<file path="src/rtl/ifu_pkg.sv">
// Shared types and sizing helpers for the instruction fetch unit.
package ifu_pkg;

    typedef enum logic [1:0] {
        IDLE  = 2'd0,
        FETCH = 2'd1,
        DRAIN = 2'd2,
        FAULT = 2'd3
    } ifu_state_e;

    localparam logic [31:0] RESET_PC_DEFAULT = 32'h0000_0000;
    localparam int          INSTR_W          = 32;
    localparam int          ENTRY_W          = 2 * INSTR_W;

    // Occupancy counters must hold the value DEPTH itself, hence the extra bit.
    function automatic int cnt_width(input int depth);
        return $clog2(depth) + 1;
    endfunction

endpackage

</file>
<file path="src/rtl/instr_fetch_unit_fifo.sv">
// Synchronous prefetch FIFO holding {pc, instr} pairs; flush clears all entries in one cycle.
module ifu_fifo
    import ifu_pkg::*;
#(
    parameter int  DEPTH = 2,
    localparam int CW    = cnt_width(DEPTH),
    localparam int AW    = $clog2(DEPTH)
) (
    input  logic               clk_i,
    input  logic               reset_i,
    input  logic               push_i,
    input  logic [ENTRY_W-1:0] push_data_i,
    input  logic               pop_i,
    input  logic               flush_i,
    output logic [ENTRY_W-1:0] head_data_o,
    output logic               valid_o,
    output logic [CW-1:0]      count_o
);

    logic [ENTRY_W-1:0] mem_q [DEPTH];
    logic [AW-1:0]      wr_ptr_q, wr_ptr_d;
    logic [AW-1:0]      rd_ptr_q, rd_ptr_d;
    logic [CW-1:0]      count_q, count_d;
    logic               do_pop;

    assign do_pop = pop_i && (count_q != '0);

    always_comb begin
        wr_ptr_d = wr_ptr_q;
        rd_ptr_d = rd_ptr_q;
        count_d  = count_q;
        if (flush_i) begin
            wr_ptr_d = '0;
            rd_ptr_d = '0;
            count_d  = '0;
        end else begin
            if (push_i) begin
                wr_ptr_d = wr_ptr_q + AW'(1);
            end
            if (do_pop) begin
                rd_ptr_d = rd_ptr_q + AW'(1);
            end
            count_d = count_q + CW'(push_i) - CW'(do_pop);
        end
    end

    always_ff @(posedge clk_i) begin
        if (reset_i) begin
            wr_ptr_q <= '0;
            rd_ptr_q <= '0;
            count_q  <= '0;
        end else begin
            wr_ptr_q <= wr_ptr_d;
            rd_ptr_q <= rd_ptr_d;
            count_q  <= count_d;
        end
    end

    // Storage carries no reset; occupancy alone decides what is meaningful.
    always_ff @(posedge clk_i) begin
        if (push_i && !flush_i) begin
            mem_q[wr_ptr_q] <= push_data_i;
        end
    end

    assign head_data_o = mem_q[rd_ptr_q];
    assign valid_o     = (count_q != '0);
    assign count_o     = count_q;

endmodule

</file>
<file path="src/rtl/instr_fetch_unit.sv">
// Fetch stage: owns the fetch PC, issues credit-limited imem reads, buffers words for decode.
// Optional macro IFU_MISALIGN_EN enables the FAULT state for misaligned redirect targets.
module instr_fetch_unit
    import ifu_pkg::*;
#(
    parameter int          DEPTH    = 2,
    parameter logic [31:0] RESET_PC = RESET_PC_DEFAULT
) (
    input  logic               clk_i,
    input  logic               reset_i,
    output logic               imem_req_o,
    output logic [31:0]        imem_addr_o,
    input  logic               imem_gnt_i,
    input  logic               imem_rvalid_i,
    input  logic [INSTR_W-1:0] imem_rdata_i,
    input  logic               redirect_valid_i,
    input  logic [31:0]        redirect_pc_i,
    output logic               instr_valid_o,
    input  logic               instr_ready_i,
    output logic [INSTR_W-1:0] instr_data_o,
    output logic [31:0]        instr_pc_o,
    output logic               fetch_fault_o
);

    localparam int          CW      = cnt_width(DEPTH);
    localparam int          AW      = $clog2(DEPTH);
    localparam logic [CW:0] DEPTH_C = (CW + 1)'(DEPTH);

    ifu_state_e     state_q, state_d;
    logic [31:0]    fetch_pc_q, fetch_pc_d;
    logic [CW-1:0]  outst_q, outst_d;
    logic [31:0]    pcq_mem_q [DEPTH];
    logic [AW-1:0]  pcq_wr_q, pcq_wr_d;
    logic [AW-1:0]  pcq_rd_q, pcq_rd_d;

    logic               fifo_valid;
    logic [CW-1:0]      fifo_count;
    logic [ENTRY_W-1:0] fifo_head;
    logic               pop, grant, resp, push;
    logic [CW:0]        credit_used;
    logic [31:0]        redir_pc;
    logic               redir_bad;

`ifdef IFU_MISALIGN_EN
    assign redir_pc  = redirect_pc_i;
    assign redir_bad = |redirect_pc_i[1:0];
`else
    logic unused_redir_lsbs;
    assign unused_redir_lsbs = ^redirect_pc_i[1:0];
    assign redir_pc          = {redirect_pc_i[31:2], 2'b00};
    assign redir_bad         = 1'b0;
`endif

    assign pop   = fifo_valid && instr_ready_i;
    assign grant = imem_req_o && imem_gnt_i;
    assign resp  = imem_rvalid_i && (outst_q != '0);
    assign push  = resp && (state_q == FETCH) && !redirect_valid_i;

    // A pop this cycle frees a slot; once raised, req stays up until granted because
    // in-flight plus buffered words never grows without a grant.
    assign credit_used = {1'b0, outst_q} + {1'b0, fifo_count} - {{CW{1'b0}}, pop};
    assign imem_req_o  = (state_q == FETCH) && (credit_used < DEPTH_C);
    assign imem_addr_o = (state_q == FETCH) ? fetch_pc_q : '0;

    always_comb begin
        state_d    = state_q;
        fetch_pc_d = fetch_pc_q;
        outst_d    = outst_q + CW'(grant) - CW'(resp);
        pcq_wr_d   = pcq_wr_q;
        pcq_rd_d   = pcq_rd_q;

        if (grant) begin
            pcq_wr_d   = pcq_wr_q + AW'(1);
            fetch_pc_d = fetch_pc_q + 32'd4;
        end
        if (push) begin
            pcq_rd_d = pcq_rd_q + AW'(1);
        end

        case (state_q)
            IDLE:    state_d = FETCH;
            FETCH:   state_d = FETCH;
            DRAIN:   state_d = (outst_d == '0) ? FETCH : DRAIN;
            FAULT:   state_d = FAULT;
            default: state_d = IDLE;
        endcase

        // Responses still owed after a redirect are dropped in DRAIN/FAULT, so the
        // PC queue restarts empty and is never touched until fetching resumes.
        if (redirect_valid_i) begin
            pcq_wr_d = '0;
            pcq_rd_d = '0;
            if (redir_bad) begin
                fetch_pc_d = fetch_pc_q;
                state_d    = FAULT;
            end else begin
                fetch_pc_d = redir_pc;
                state_d    = (outst_d != '0) ? DRAIN : FETCH;
            end
        end
    end

    always_ff @(posedge clk_i) begin
        if (reset_i) begin
            state_q    <= IDLE;
            fetch_pc_q <= RESET_PC;
            outst_q    <= '0;
            pcq_wr_q   <= '0;
            pcq_rd_q   <= '0;
        end else begin
            state_q    <= state_d;
            fetch_pc_q <= fetch_pc_d;
            outst_q    <= outst_d;
            pcq_wr_q   <= pcq_wr_d;
            pcq_rd_q   <= pcq_rd_d;
        end
    end

    always_ff @(posedge clk_i) begin
        if (grant && !redirect_valid_i) begin
            pcq_mem_q[pcq_wr_q] <= fetch_pc_q;
        end
    end

    ifu_fifo #(
        .DEPTH (DEPTH)
    ) u_fifo (
        .clk_i       (clk_i),
        .reset_i     (reset_i),
        .push_i      (push),
        .push_data_i ({pcq_mem_q[pcq_rd_q], imem_rdata_i}),
        .pop_i       (pop),
        .flush_i     (redirect_valid_i),
        .head_data_o (fifo_head),
        .valid_o     (fifo_valid),
        .count_o     (fifo_count)
    );

    assign instr_valid_o = fifo_valid;
    assign instr_pc_o    = fifo_valid ? fifo_head[ENTRY_W-1:INSTR_W] : '0;
    assign instr_data_o  = fifo_valid ? fifo_head[INSTR_W-1:0] : '0;

`ifdef IFU_MISALIGN_EN
    assign fetch_fault_o = (state_q == FAULT);
`else
    assign fetch_fault_o = 1'b0;
`endif

endmodule
</file>
<file path="config.mk">
export PLATFORM = sky130hd
export DESIGN_NAME = instr_fetch_unit
export DESIGN_NICKNAME = d
export VERILOG_FILES = /design/src/rtl/ifu_pkg.sv /design/src/rtl/instr_fetch_unit_fifo.sv /design/src/rtl/instr_fetch_unit.sv
export SDC_FILE = /design/constraint.sdc
export NUM_CORES = 1
export LEC_CHECK = 0
export BUFFER_PORTS_ARGS = -buffer_cell sky130_fd_sc_hd__buf_2
export CELL_PAD_IN_SITES_DETAIL_PLACEMENT = 0
export CELL_PAD_IN_SITES_GLOBAL_PLACEMENT = 1
export CORE_MARGIN = 1
export CORE_UTILIZATION = 44
export CTS_BUF_LIST = sky130_fd_sc_hd__clkbuf_2 sky130_fd_sc_hd__clkbuf_4 sky130_fd_sc_hd__clkbuf_8
export DETAILED_ROUTE_END_ITERATION = 16
export PLACE_DENSITY_LB_ADDON = 0.1
export SETUP_SLACK_MARGIN = 0.1
export SLEW_MARGIN = 5
export SYNTH_ARGS = -nofsm -noshare
export SYNTH_HDL_FRONTEND = slang
export SYNTH_HIERARCHICAL = 1
export SYNTH_SLANG_ARGS = --single-unit
</file>
<file path="constraint.sdc">
create_clock -name clk_i -period 8.48 [get_ports clk_i]
set_input_delay 2.12 -clock clk_i [delete_from_list [all_inputs] [get_ports clk_i]]
set_output_delay 2.12 -clock clk_i [all_outputs]
set_load 0.02 [all_outputs]
</file>
======== Word level (Yosys, flattened, before mapping) ========
Memory sizes are Yosys's and may differ from the RTL's. A register that Yosys moved wholly into a read port is not among the register bits.
Cells that the tools add are included.
cells by class
  add/subtract/negate cells ............... 11
  $lt $le $gt $ge ......................... 1
  equal/unequal tests ..................... 3
  mux-type cells .......................... 17
  reductions and logical operators ........ 18
operator list
  operator                                                     number
  two-way mux 32 bit                                           5
  adder 32 x 3 -> 32 bit (second input constant)               1
  logical AND 1 bit                                            9
  two-way mux 1 bit                                            8
  nonzero test 2 bit                                           4
  two-way mux 2 bit                                            3
  case mux 2 bit (3 select lines)                              1
  adder 1 bit (second input constant)                          4
  adder 2 x 1 -> 2 bit                                         2
  equality test 2 bit (second input constant)                  2
  zero test 2 bit                                              2
  OR reduction 2 bit                                           2
  subtractor 2 x 1 -> 2 bit                                    2
  adder 2 x 2 -> 3 bit                                         1
  less-than comparator 3 x 2 -> 1 bit (second input constant)  1
  subtractor 3 x 1 -> 3 bit                                    1
  equality test 2 x 1 -> 1 bit (second input constant)         1
  zero test 1 bit                                              1
storage, ports and cells
  register bits ........................... 42
  memory bits (writable) .................. 192
  memories kept ........................... 2
memory list
  name          depth  bits a word  read ports  clocked after Yosys merged registers in  write ports  RTL line                     text
  u_fifo.mem_q  2      64           1           1                                        1            instr_fetch_unit_fifo.sv:20  logic [ENTRY_W-1:0] mem_q [DEPTH];
  pcq_mem_q     2      32           1           1                                        1            instr_fetch_unit.sv:32       logic [31:0] pcq_mem_q [DEPTH];

======== Depth between registers and ports, before layout ========
Gate-level depths: netlist of the first run.
  depth after elaboration ................. 12
  mapped depth ............................ 17

======== Modules after synthesis ========
Netlist of the first run, hierarchy kept.
modules (own cells, without submodules)
  module            times used  cells each  area an instance (sq um)  sequential area each (sq um)
  ifu_fifo          1           221         5167.5                    3943.8
  instr_fetch_unit  1           466         4978.5                    2542.4

======== Least setup slack after synthesis of the first run ========
No wires, ideal clock.
  kind .................................... input-to-reg
  start point ............................. input port redirect_valid_i
  end point ............................... memory u_fifo/mem_q[0][0] (netlist name) (enable)
  arrival ................................. 7597 ps
  path slack .............................. 305 ps
  stages .................................. 4
  buffers on the path ..................... 2
  cells stage by stage .................... clkbuf_1 clkbuf_1 nor3_1 nor3b_1
on the way
  word-level cells in the longest chain between the ends .. 5
ends and longest elaborated chain
  item                                     RTL line                     text
  start: declaration                       instr_fetch_unit.sv:16       input logic redirect_valid_i,
  zero test 1 bit                          instr_fetch_unit.sv:57       assign push = resp && (state_q == FETCH) && !redirect_valid_i;
  logical AND 1 bit                        instr_fetch_unit.sv:57
  net push                                 instr_fetch_unit.sv:39       logic pop, grant, resp, push;
  logical AND 1 bit                        instr_fetch_unit_fifo.sv:61  if (push_i && !flush_i) begin
  two-way mux 1 bit                        instr_fetch_unit_fifo.sv:61
  two-way mux 1 bit (implied by the code)  instr_fetch_unit_fifo.sv:62  mem_q[wr_ptr_q] <= push_data_i;
  end: declaration                         instr_fetch_unit_fifo.sv:20
The timed path passes the listed nets, and every way through them passes these cells.

======== Worst setup path after layout of the first run ========
  start point ............................. input port instr_ready_i
  end point ............................... output port imem_req_o
on the way
  word-level cells in the longest chain between the ends .. 4
ends and longest elaborated chain
  item                                 RTL line                text
  start: declaration                   instr_fetch_unit.sv:19  input logic instr_ready_i,
  logical AND 1 bit                    instr_fetch_unit.sv:54  assign pop = fifo_valid && instr_ready_i;
  net pop                              instr_fetch_unit.sv:39
  subtractor 3 x 1 -> 3 bit            instr_fetch_unit.sv:61  assign credit_used = {1'b0, outst_q} + {1'b0, fifo_count} - {{CW{1'b0}}, pop};
  less-than comparator 3 x 2 -> 1 bit  instr_fetch_unit.sv:62  assign imem_req_o = (state_q == FETCH) && (credit_used < DEPTH_C);
  logical AND 1 bit                    instr_fetch_unit.sv:62
  end: declaration                     instr_fetch_unit.sv:11  output logic imem_req_o,
The timed path passes the listed nets, and every way through them passes these cells.

==> flow_summary.rst, run 1 <==
.. list-table::
   :header-rows: 1

   * - Metric
     - Value
   * - Worst Skew
     - 0.0199 ns
   * - Mapped Avg Cell Area
     - 14.8 µm²
   * - Post-Place Setup Slack
     - 2.64 ns
   * - Hold path depth
     - 2
   * - Share of flip-flops with an asynchronous set or reset after synthesis
     - 0%
   * - Run status
     - completed
   * - End of the worst register-to-register path
     - state_q[0]
   * - Initial Utilization
     - 44.8%
   * - Most Frequent Cell on Critical Path
     - sky130_fd_sc_hd__buf_2
   * - List of most frequent post-synthesis cells
     - 188 x sky130_fd_sc_hd__edfxtp_1, 88 x sky130_fd_sc_hd__and2_1, 60 x sky130_fd_sc_hd__mux2_4
   * - Inserted Clock Buffers
     - 39
   * - Arrival time of data at the critical path endpoint
     - 3.70 ns
   * - Post-CTS Repair Setup Buffers
     - 0
   * - Final count of pins violating max slew
     - 0
   * - CP Class
     - input port to primary output
   * - Number of maximum-capacitance violations
     - 0
   * - Num rows
     - 55
   * - Setup Total Neg Slack
     - 0 ns
   * - CTS sink cnt
     - 230
   * - WL per Instance
     - 17.3 µm
   * - Antenna violation net count after detailed routing
     - 0
   * - Main synth FF type
     - sky130_fd_sc_hd__edfxtp_1
   * - Minimum period implied by the final worst setup slack
     - 5.82 ns
   * - Clock buffer depth
     - 3
   * - CP Max Fanout
     - 2
   * - Pin count of the biggest net entering global routing
     - 67
   * - Input/output buffers
     - 163
   * - Worst Hold Launch
     - state_q[0]
   * - Wire length of the first global-routing pass
     - 32300 µm
   * - Routability congestion estimate from global placement
     - 0.817
   * - Peak supply drop
     - 122 µV
   * - Antenna diode count
     - 0
   * - Drt first pass iters
     - 4
   * - Fin worst setup slack
     - 2.66 ns
   * - Area growth from synthesis to layout
     - 17.3%
   * - Leakage power
     - 4.58 nW
   * - Clock-pin slew on the worst setup and hold paths
     - 0.06 ns
   * - Remaining global-route overflow
     - 0
   * - Peak Freq
     - 0.172 GHz
   * - CP required
     - 6.36 ns
   * - Count of hold buffers inserted by post-cts repair
     - 0
   * - Type of origin of the critical path
     - input port
   * - Total number of vias
     - 5889
   * - Most common cell in the netlist
     - sky130_fd_sc_hd__edfxtp_1
   * - Mapped cell area
     - 0.0101 mm²
   * - Final hold violation count
     - 0
   * - Class of the most critical hold timing path
     - register to register
   * - Global-route usage over all layers
     - 17.6%
   * - Final routed DRC violation total
     - 0
   * - Die Outline Area
     - 0.0237 mm²
   * - Ports placed on the boundary
     - 169
   * - Critical path cell sequence
     - buf_2, and2_1, ha_1, nand2b_1, fa_1, xor2_1, and3_1, buf_2
   * - Slew of the pin with the lowest slew margin
     - 1.10 ns
   * - Post-CTS Resized
     - 0
   * - Post-synth top area cell
     - sky130_fd_sc_hd__edfxtp_1
   * - Half-perimeter wire length after placement
     - 13100 µm
   * - Via count of the first global-routing pass
     - 6228
   * - Area of the placeable core
     - 0.0226 mm²
   * - Cells taking the most area after synthesis
     - sky130_fd_sc_hd__edfxtp_1 56%, sky130_fd_sc_hd__mux2_4 8.9%, sky130_fd_sc_hd__dfxtp_1 8.3%, sky130_fd_sc_hd__and2_1 5.4%, sky130_fd_sc_hd__mux2_2 4.0%
   * - Layout cell share with drive strength beyond 1
     - 39.3%
   * - Via density
     - 4.99
   * - Critical path endpoint category
     - primary output
   * - Warning count from the yosys run
     - 6
   * - CTS H-tree depth
     - 2
   * - Flops & latches, synth
     - 230
   * - Critical-path top delay cell
     - sky130_fd_sc_hd__fa_1
   * - Worst reg2reg startpoint
     - u_fifo/count_o[1]
   * - TritonCTS clock tree
     - done
   * - Register-to-register path setup slack
     - 3.65 ns
   * - Proportion of netlist area held by the largest area contributor
     - 55.6%
   * - Post-layout net count
     - 944
   * - Worst rel slew slack
     - 26.8%
   * - Slowest cell delay on critical path
     - 0.41 ns
   * - Final cycle utilization of the critical path
     - 68.7%
   * - Final setup violating endpoints
     - 0
   * - Unrepaired setup endpoints after global routing
     - false
   * - Number of antenna violations at the first check in global routing
     - 0
   * - Share of the yosys chip area belonging to registers
     - 63.9%
   * - Mapped Cells
     - 687
   * - Worst skew pair latency
     - 0.53 ns
   * - Register-to-Register Path Depth
     - 16
   * - First-iteration detailed-routing DRC count
     - 270
   * - Post-synth EDFFs
     - 188
   * - Unique cell type count in the Yosys netlist
     - 49
   * - Clk Tree Root Cell
     - sky130_fd_sc_hd__clkbuf_8
   * - Worst hold path endpoint
     - state_q[1]
   * - Height of the die
     - 154 µm
   * - Die span in x
     - 154 µm
   * - Fillcell total
     - 1960
   * - Power per Cell Area
     - 218 mW/mm²
   * - Total wire length
     - 20500 µm
[per-layer routing]
metal | share of wire, % | track usage [%] | wire length (µm)
met5 | 0 | 0 | 0
met3 | 6.0 | 4.17 | 1220
met1 | 43 | 21.3 | 8840
met2 | 49 | 30.4 | 9990
met4 | 1.9 | 6.43 | 397
[power breakdown]
part / leakage, nW / internal, W / switching, W
sequential: 2.05 / 0.00128 / 0.0000364
combinational: 2.12 / 0.000125 / 0.000204
clock: 0.407 / 0.000525 / 0.000425
total: 4.58 / 0.00193 / 0.000665
[layout make-up]
class	count	area (µm²)	share of cell area (%)
Clock buffer	55	688	5.78
Multi-Input combinational cell	410	3370	28.3
Clock inverter	14	70.1	0.589
Sequential cell	230	6490	54.5
Inverter	15	56.3	0.473
Timing Repair Buffer	170	868	7.30
Tap cell	285	357	3.00
[critical path, delay by kind of cell]
family | cells | cell delay [ns]
adders and majority gates | 2 | 0.67
and+or+nand+nor | 3 | 0.49
buffers and inverters | 2 | 0.24
xor gates and xnor gates | 1 | 0.17
[per-stage QoR]
| step | total power, W | util (%) | hold slack [ns] | std cells | cell area, µm² |
|---|---|---|---|---|---|
| floorplan | 0.00156 | - | 0.424 | 693 | 10200 |
| global route | 0.00272 | 52.6 | 0.539 | 1179 | 11900 |
| CTS | 0.00264 | 52.6 | 0.509 | 1179 | 11900 |
| detailed placement | 0.00168 | 49.2 | 0.501 | 1110 | 11100 |
| finish | 0.00260 | 52.6 | 0.513 | 1179 | 11900 |
| global placement | 0.00166 | 49.2 | 0.480 | 1110 | 11100 |
[logic make-up (layout without fill, tap and decap cells)]
group                      after synthesis  after routing  synth area share [%]
AOI/OAI and AO/OA                       49             49                  3.10
xor gates and xnor gates                31             31                  2.81
adders and majority gates                8              8                  1.06
buffers and inverters                   53            254                  3.19
DFF                                    230            230                  63.9
muxes                                   96             96                  12.9
other                                    1              7                0.0370
and+or+nand+nor                        219            219                  13.0
[how the worst max path moves through the flow]
stage | start | to | slack, ns | cells past startpoint
6_report | instr_ready_i | imem_req_o | 2.66 | 8
5_1_grt | instr_ready_i | imem_req_o | 2.55 | 8
4_1_cts | instr_ready_i | imem_req_o | 2.64 | 8
3_5_place_dp | instr_ready_i | imem_req_o | 2.64 | 8
3_3_place_gp | instr_ready_i | imem_req_o | 2.65 | 8
2_1_floorplan | redirect_valid_i | u_fifo/mem_q[0][0] | 0.31 | 4
[placed cells by master (no fill, tap or decap), types with 7 or more instances in the layout]
master / count
sky130_fd_sc_hd__clkbuf_4: 11
sky130_fd_sc_hd__clkbuf_8: 44
sky130_fd_sc_hd__nand4_1: 8
sky130_fd_sc_hd__clkinv_2: 7
sky130_fd_sc_hd__nor3_1: 12
sky130_fd_sc_hd__mux2_4: 60
sky130_fd_sc_hd__xor2_1: 9
sky130_fd_sc_hd__and2_1: 88
sky130_fd_sc_hd__or3_1: 8
sky130_fd_sc_hd__nor4_2: 7
sky130_fd_sc_hd__inv_1: 13
sky130_fd_sc_hd__nand2_1: 26
sky130_fd_sc_hd__xnor2_1: 21
sky130_fd_sc_hd__a21oi_1: 16
sky130_fd_sc_hd__ha_1: 7
sky130_fd_sc_hd__buf_2: 163
sky130_fd_sc_hd__o21ai_0: 7
sky130_fd_sc_hd__dfxtp_1: 41
sky130_fd_sc_hd__mux2_2: 36
sky130_fd_sc_hd__nor2_1: 29
sky130_fd_sc_hd__conb_1: 7
sky130_fd_sc_hd__a211oi_1: 10
sky130_fd_sc_hd__edfxtp_1: 188
sky130_fd_sc_hd__nand3_1: 7
sky130_fd_sc_hd__buf_4: 7
[flip-flops by register name, summed over array words and instances (netlist names), named ones only]
| name | cells |
|---|---|
| u_fifo/wr_ptr_q | 1 |
| fetch_pc_q | 30 |
| pcq_wr_q | 1 |
| u_fifo/mem_q | 128 |
| u_fifo/rd_ptr_q | 1 |
| u_fifo/count_o | 2 |
| pcq_rd_q | 1 |
| outst_q | 2 |
| pcq_mem_q | 60 |
| state_q | 2 |
No activity file was read; power rests on OpenSTA's default activity.
==> run 2, diff against run 1 <==
--- a/config.mk
+++ b/config.mk
@@ -9,7 +9,7 @@
 export CELL_PAD_IN_SITES_DETAIL_PLACEMENT = 0
 export CELL_PAD_IN_SITES_GLOBAL_PLACEMENT = 1
 export CORE_MARGIN = 1
-export CORE_UTILIZATION = 44
+export CORE_UTILIZATION = 48
 export CTS_BUF_LIST = sky130_fd_sc_hd__clkbuf_2 sky130_fd_sc_hd__clkbuf_4 sky130_fd_sc_hd__clkbuf_8
 export DETAILED_ROUTE_END_ITERATION = 16
 export PLACE_DENSITY_LB_ADDON = 0.1
==> constraint.sdc (replaced) <==
create_clock -name clk_i -period 5.55 [get_ports clk_i]
set_input_delay 1.3875 -clock clk_i [delete_from_list [all_inputs] [get_ports clk_i]]
set_output_delay 1.3875 -clock clk_i [all_outputs]
set_load 0.02 [all_outputs]
==> run 2 against run 1 <==
  * Setup slack worse by 1.5 ns
  * Sequential share of layout area increased by 0.075 points
  * Combinational power up 54%
  * Register-to-register slack got worse by 2.1 ns
  * Clock skew decreased by 0.0096 ns
  * Global-route usage rose by 1.1 points
  * Final cell count is 1.5% lower
  * Die area is 8.2% lower
  * Core utilization grew 5.4 points
  * Hold slack improved by 0.011 ns
  * Total power up 50%
  * Critical path type unchanged
  * Highest routed layer unchanged
==> flow_summary.rst, run 2 (synthesis results as in run 1) <==
.. list-table::
   :header-rows: 1

   * - Metric
     - Value
   * - Run status
     - completed
   * - Area growth from synthesis to layout
     - 17.1%
   * - Slew of the pin with the lowest slew margin
     - 1.09 ns
   * - Post-CTS Resized
     - 0
   * - Arrival time of data at the critical path endpoint
     - 3.00 ns
   * - Setup Total Neg Slack
     - 0 ns
   * - Peak Freq
     - 0.228 GHz
   * - Drt first pass iters
     - 4
   * - Antenna diode count
     - 0
   * - Most frequent cells in the layout
     - 188 x sky130_fd_sc_hd__edfxtp_1, 163 x sky130_fd_sc_hd__buf_2, 88 x sky130_fd_sc_hd__and2_1, 60 x sky130_fd_sc_hd__mux2_4, 42 x sky130_fd_sc_hd__clkbuf_8
   * - Top flop regs
     - u_fifo/mem_q: 128 flops, pcq_mem_q: 60 flops, fetch_pc_q: 30 flops
   * - Layout cell share with drive strength beyond 1
     - 38.9%
   * - Count of hold buffers inserted by post-cts repair
     - 0
   * - CTS H-tree depth
     - 2
   * - Half-perimeter wire length after placement
     - 12900 µm
   * - WL per Instance
     - 17.2 µm
   * - Clk Tree Root Cell
     - sky130_fd_sc_hd__clkbuf_8
   * - Input/output buffers
     - 163
   * - Critical path endpoint category
     - primary output
   * - Worst Skew
     - 0.0103 ns
   * - Final routed DRC violation total
     - 0
   * - Post-layout instance count excluding filler cells
     - 1161
   * - Class of the most critical hold timing path
     - register to register
   * - Ports placed on the boundary
     - 169
   * - Peak supply drop
     - 237 µV
   * - Worst Hold Launch
     - state_q[0]
   * - Critical-path top delay cell
     - sky130_fd_sc_hd__fa_1
   * - Pin count of the biggest net entering global routing
     - 66
   * - Global-route usage over all layers
     - 18.6%
   * - Unrepaired setup endpoints after global routing
     - false
   * - First-iteration detailed-routing DRC count
     - 305
   * - CP Class
     - input port to primary output
   * - Power per Cell Area
     - 328 mW/mm²
   * - Minimum period implied by the final worst setup slack
     - 4.39 ns
   * - Final setup violating endpoints
     - 0
   * - Critical path cell sequence
     - buf_2, and2_1, ha_1, nand2b_1, fa_1, xor2_1, and3_1, buf_2
   * - Post-layout net count
     - 945
   * - Via count of the first global-routing pass
     - 5950
   * - Type of origin of the critical path
     - input port
   * - Leakage power
     - 4.56 nW
   * - CP Max Fanout
     - 2
   * - CTS sink cnt
     - 230
   * - Slowest cell delay on critical path
     - 0.42 ns
   * - Clock-pin slew on the worst setup and hold paths
     - 0.06 ns
   * - Largest reg by FF count
     - u_fifo/mem_q
   * - Height of the die
     - 147 µm
   * - Wire length of the first global-routing pass
     - 31200 µm
   * - Most common cell after layout, fill and taps aside
     - sky130_fd_sc_hd__edfxtp_1
   * - Initial Utilization
     - 49.5%
   * - Most Frequent Cell on Critical Path
     - sky130_fd_sc_hd__buf_2
   * - Worst reg2reg startpoint
     - u_fifo/count_o[0]
   * - Number of antenna violations at the first check in global routing
     - 0
   * - Number of placed cells counting well taps
     - 1097
   * - Area of the placeable core
     - 0.0205 mm²
   * - Startpoint of the most critical setup path
     - instr_ready_i
   * - Total wire length
     - 20000 µm
   * - Worst skew pair latency
     - 0.52 ns
   * - Remaining global-route overflow
     - 0
   * - Worst rel slew slack
     - 27.3%
   * - TritonCTS clock tree
     - done
   * - Die Outline Area
     - 0.0217 mm²
   * - Antenna violation net count after detailed routing
     - 0
   * - Number of maximum-capacitance violations
     - 0
   * - Routability congestion estimate from global placement
     - 0.806
   * - CP required
     - 4.16 ns
   * - Number of flip-flops under the largest register name
     - 128
   * - Inserted Clock Buffers
     - 38
   * - Final hold violation count
     - 0
   * - Final cycle utilization of the critical path
     - 79.1%
   * - Num rows
     - 52
   * - Via density
     - 5.05
   * - Die span in x
     - 147 µm
   * - Final count of pins violating max slew
     - 0
   * - Clock buffer depth
     - 3
   * - Total number of vias
     - 5868
   * - Post-CTS Repair Setup Buffers
     - 0
-- run 2: worst max-delay path, delay by kind of cell --
| kind | cells | cell delay, ns |
|---|---|---|
| buffers and inverters | 2 | 0.25 |
| adders and majority gates | 2 | 0.68 |
| xor gates and xnor gates | 1 | 0.18 |
| and+or+nand+nor | 3 | 0.50 |
-- run 2: routing by layer --
layer  GRT usage (%)  wire, µm  up-vias
li1                -         -     2871
met1            23.5      8460     2781
met2            32.2      9920      184
met3            3.86      1230       32
met4            5.67       349        0
met5               0         0        -
-- run 2: path summary, 6_finish.rpt --
kind	end	slack, ns	cells after the start
setup / recovery	imem_req_o	1.16	8
hold / removal	state_q[1]	0.52	2
hold reg to reg	state_q[1]	0.52	2
setup reg to reg	state_q[0]	1.58	16
-- run 2: metrics by stage --
stage / hold WS (ns) / utilization, % / power, W / setup slack (ns) / instance area, µm²
6_report: 0.524 / 58.0 / 0.00390 / 1.16 / 11900
5_1_grt: 0.557 / 58.0 / 0.00408 / 1.01 / 11900
4_1_cts: 0.518 / 58.0 / 0.00395 / 1.17 / 11900
3_5_place_dp: 0.509 / 54.5 / 0.00256 / 0.701 / 11200
3_3_place_gp: 0.489 / 54.5 / 0.00255 / 0.790 / 11200
2_1_floorplan: 0.424 / - / 0.00238 / 0.376 / 10200
-- run 2: area by class of cell --
cell class,count,area (µm²)
fill,1696,8610
tap,270,338
clock inverter,12,55.1
sequential,230,6490
timing repair buffer,172,908
inverter,15,56.3
multi-input combinational,410,3380
clock buffer,52,653
-- run 2: power by group --
part,internal (W),switching [W],total [W]
clock,0.000757,0.000617,0.00137
sequential,0.00196,0.0000577,0.00202
combinational,0.000197,0.000309,0.000506
==> run 3, diff against run 2 <==
==> constraint.sdc (replaced) <==
create_clock -name clk_i -period 4.52 [get_ports clk_i]
set_input_delay 1.13 -clock clk_i [delete_from_list [all_inputs] [get_ports clk_i]]
set_output_delay 1.13 -clock clk_i [all_outputs]
set_load 0.02 [all_outputs]
==> run 3 against run 2 <==
  * Combinational power increased by 30%
  * Non-clock buffer count up 7
  * Hold slack improved by 0.0064 ns
  * Critical path type unchanged
  * Critical endpoint unchanged
  * Largest cell class unchanged
  * Highest routed layer unchanged
==> flow_summary.rst, run 3 (synthesis results as in run 1) <==
.. list-table::
   :header-rows: 1

   * - Metric
     - Value
   * - Run status
     - completed
   * - Via count of the first global-routing pass
     - 6151
   * - Startpoint of the most critical setup path
     - instr_ready_i
   * - Most common cell after layout, fill and taps aside
     - sky130_fd_sc_hd__edfxtp_1
   * - Leakage power
     - 4.64 nW
   * - Critical-path top delay cell
     - sky130_fd_sc_hd__fa_1
   * - Drt first pass iters
     - 6
   * - Antenna violation net count after detailed routing
     - 0
   * - Peak Freq
     - 0.258 GHz
   * - CP Class
     - input port to primary output
   * - Post-CTS Repair Setup Buffers
     - 0
   * - Critical path endpoint category
     - primary output
   * - Final setup violating endpoints
     - 0
   * - Pin count of the biggest net entering global routing
     - 66
   * - Total number of vias
     - 6024
   * - Total length of routed met3 wires
     - 1020 µm
   * - Worst reg2reg startpoint
     - u_fifo/count_o[0]
   * - Wire length of the first global-routing pass
     - 32100 µm
   * - Worst Hold Launch
     - state_q[0]
   * - Inserted Clock Buffers
     - 39
   * - Slowest cell delay on critical path
     - 0.42 ns
   * - Layout cell share with drive strength beyond 1
     - 39.8%
   * - Count of hold buffers inserted by post-cts repair
     - 0
   * - Worst Skew
     - 0.0116 ns
   * - Type of origin of the critical path
     - input port
   * - Arrival time of data at the critical path endpoint
     - 2.75 ns
   * - Final routed DRC violation total
     - 0
   * - Half-perimeter wire length after placement
     - 13400 µm
   * - Routed length on met1
     - 9040 µm
   * - Height of the die
     - 147 µm
   * - Area of the placeable core
     - 0.0205 mm²
   * - First-iteration detailed-routing DRC count
     - 291
   * - Final hold violation count
     - 0
   * - Antenna diode count
     - 0
   * - CP required
     - 3.39 ns
   * - Slew of the pin with the lowest slew margin
     - 0.875 ns
   * - Post-layout net count
     - 953
   * - Clock buffer depth
     - 3
   * - Input/output buffers
     - 163
   * - TritonCTS clock tree
     - done
   * - Num rows
     - 52
   * - CP Max Fanout
     - 2
   * - Register-to-register path setup slack
     - 1.04 ns
   * - Largest reg by FF count
     - u_fifo/mem_q
   * - Fillcell total
     - 1688
   * - Fin util
     - 58.7%
   * - Number of antenna violations at the first check in global routing
     - 0
   * - Die Outline Area
     - 0.0217 mm²
   * - Routability congestion estimate from global placement
     - 0.808
   * - WL per Instance
     - 17.3 µm
   * - Clk Tree Root Cell
     - sky130_fd_sc_hd__clkbuf_8
   * - Area growth from synthesis to layout
     - 18.6%
   * - Most frequent cells in the layout
     - 188 x sky130_fd_sc_hd__edfxtp_1, 163 x sky130_fd_sc_hd__buf_2, 88 x sky130_fd_sc_hd__and2_1, 60 x sky130_fd_sc_hd__mux2_4, 43 x sky130_fd_sc_hd__clkbuf_8
   * - CTS sink cnt
     - 230
   * - Remaining global-route overflow
     - 0
   * - Final worst hold slack
     - 0.530 ns
   * - Peak supply drop
     - 302 µV
   * - Global-route usage over all layers
     - 19.1%
   * - Setup Total Neg Slack
     - 0 ns
   * - Final count of pins violating max slew
     - 0
   * - Initial Utilization
     - 49.5%
   * - Number of flip-flops under the largest register name
     - 128
   * - CTS H-tree depth
     - 2
   * - Unrepaired setup endpoints after global routing
     - false
   * - Number of maximum-capacitance violations
     - 0
   * - Routed wl met2
     - 9690 µm
   * - Critical path cell sequence
     - buf_2, and2_1, ha_1, nand2b_1, fa_1, xor2_1, and3_1, buf_2
   * - Clock-pin slew on the worst setup and hold paths
     - 0.06 ns
   * - Post-CTS Resized
     - 0
   * - Worst skew pair latency
     - 0.53 ns
   * - Minimum period implied by the final worst setup slack
     - 3.88 ns
   * - Final cycle utilization of the critical path
     - 85.8%
   * - Total wire length
     - 20400 µm
   * - Power per Cell Area
     - 414 mW/mm²
   * - Via density
     - 5.12
   * - Top flop regs
     - u_fifo/mem_q: 128 flops, pcq_mem_q: 60 flops, fetch_pc_q: 30 flops
   * - Top routing layer used
     - met4
   * - Worst rel slew slack
     - 41.7%
   * - Ports placed on the boundary
     - 169
   * - Die span in x
     - 147 µm
   * - Class of the most critical hold timing path
     - register to register
   * - Most Frequent Cell on Critical Path
     - sky130_fd_sc_hd__buf_2
-- run 3: cell count changes in the layout (fill, tap and decap cells not counted), sizes merged --
cell,before,now
inv,14,15
buf,172,179
clkbuf,52,54
bufinv,0,1
clkinv,12,16
-- run 3: per-layer routing --
layer | global-route usage (%) | vias to the layer above
met5 | 0 | -
met4 | 7.73 | 0
met3 | 3.92 | 47
met2 | 32.2 | 181
met1 | 24.0 | 2905
li1 | - | 2891
-- run 3: final cells by class --
| type | count | area (µm²) | area share [%] |
|---|---|---|---|
| Tap cell | 270 | 338 | 2.81 |
| Multi-Input combinational cell | 410 | 3380 | 28.1 |
| Clock inverter | 18 | 116 | 0.967 |
| Clock buffer | 54 | 674 | 5.61 |
| Inverter | 15 | 56.3 | 0.468 |
| Sequential cell | 230 | 6490 | 53.9 |
| Timing Repair Buffer | 179 | 973 | 8.09 |
-- run 3: critical path: cells and delay by family --
kind,cells,cell delay (ns)
fa+ha+maj,2,0.68
simple gates,3,0.51
xor+xnor,1,0.18
buf+inv,2,0.25
-- run 3: power breakdown --
part | switching (W) | leakage (nW) | internal, W | total, W
Sequential | 0.0000677 | 2.05 | 0.00241 | 0.00248
Combinational | 0.000395 | 2.17 | 0.000265 | 0.000660
Clock | 0.000807 | 0.421 | 0.00103 | 0.00184
Total | 0.00127 | 4.64 | 0.00371 | 0.00498
-- run 3: worst paths after layout --
kind                end  cells after the start
max          imem_req_o                      8
min          state_q[1]                      2
max reg2reg  state_q[0]                     16
min reg2reg  state_q[1]                      2
-- run 3: stage by stage --
stage | area, µm² | cells | setup slack, ns | power, W
detailed placement | 11200 | 1104 | 0.466 | 0.00318
global placement | 11200 | 1104 | 0.531 | 0.00316
CTS | 12000 | 1176 | 0.637 | 0.00503
finish | 12000 | 1176 | 0.641 | 0.00498
global route | 12000 | 1176 | 0.579 | 0.00518
floorplan | 10200 | 693 | 0.347 | 0.00293
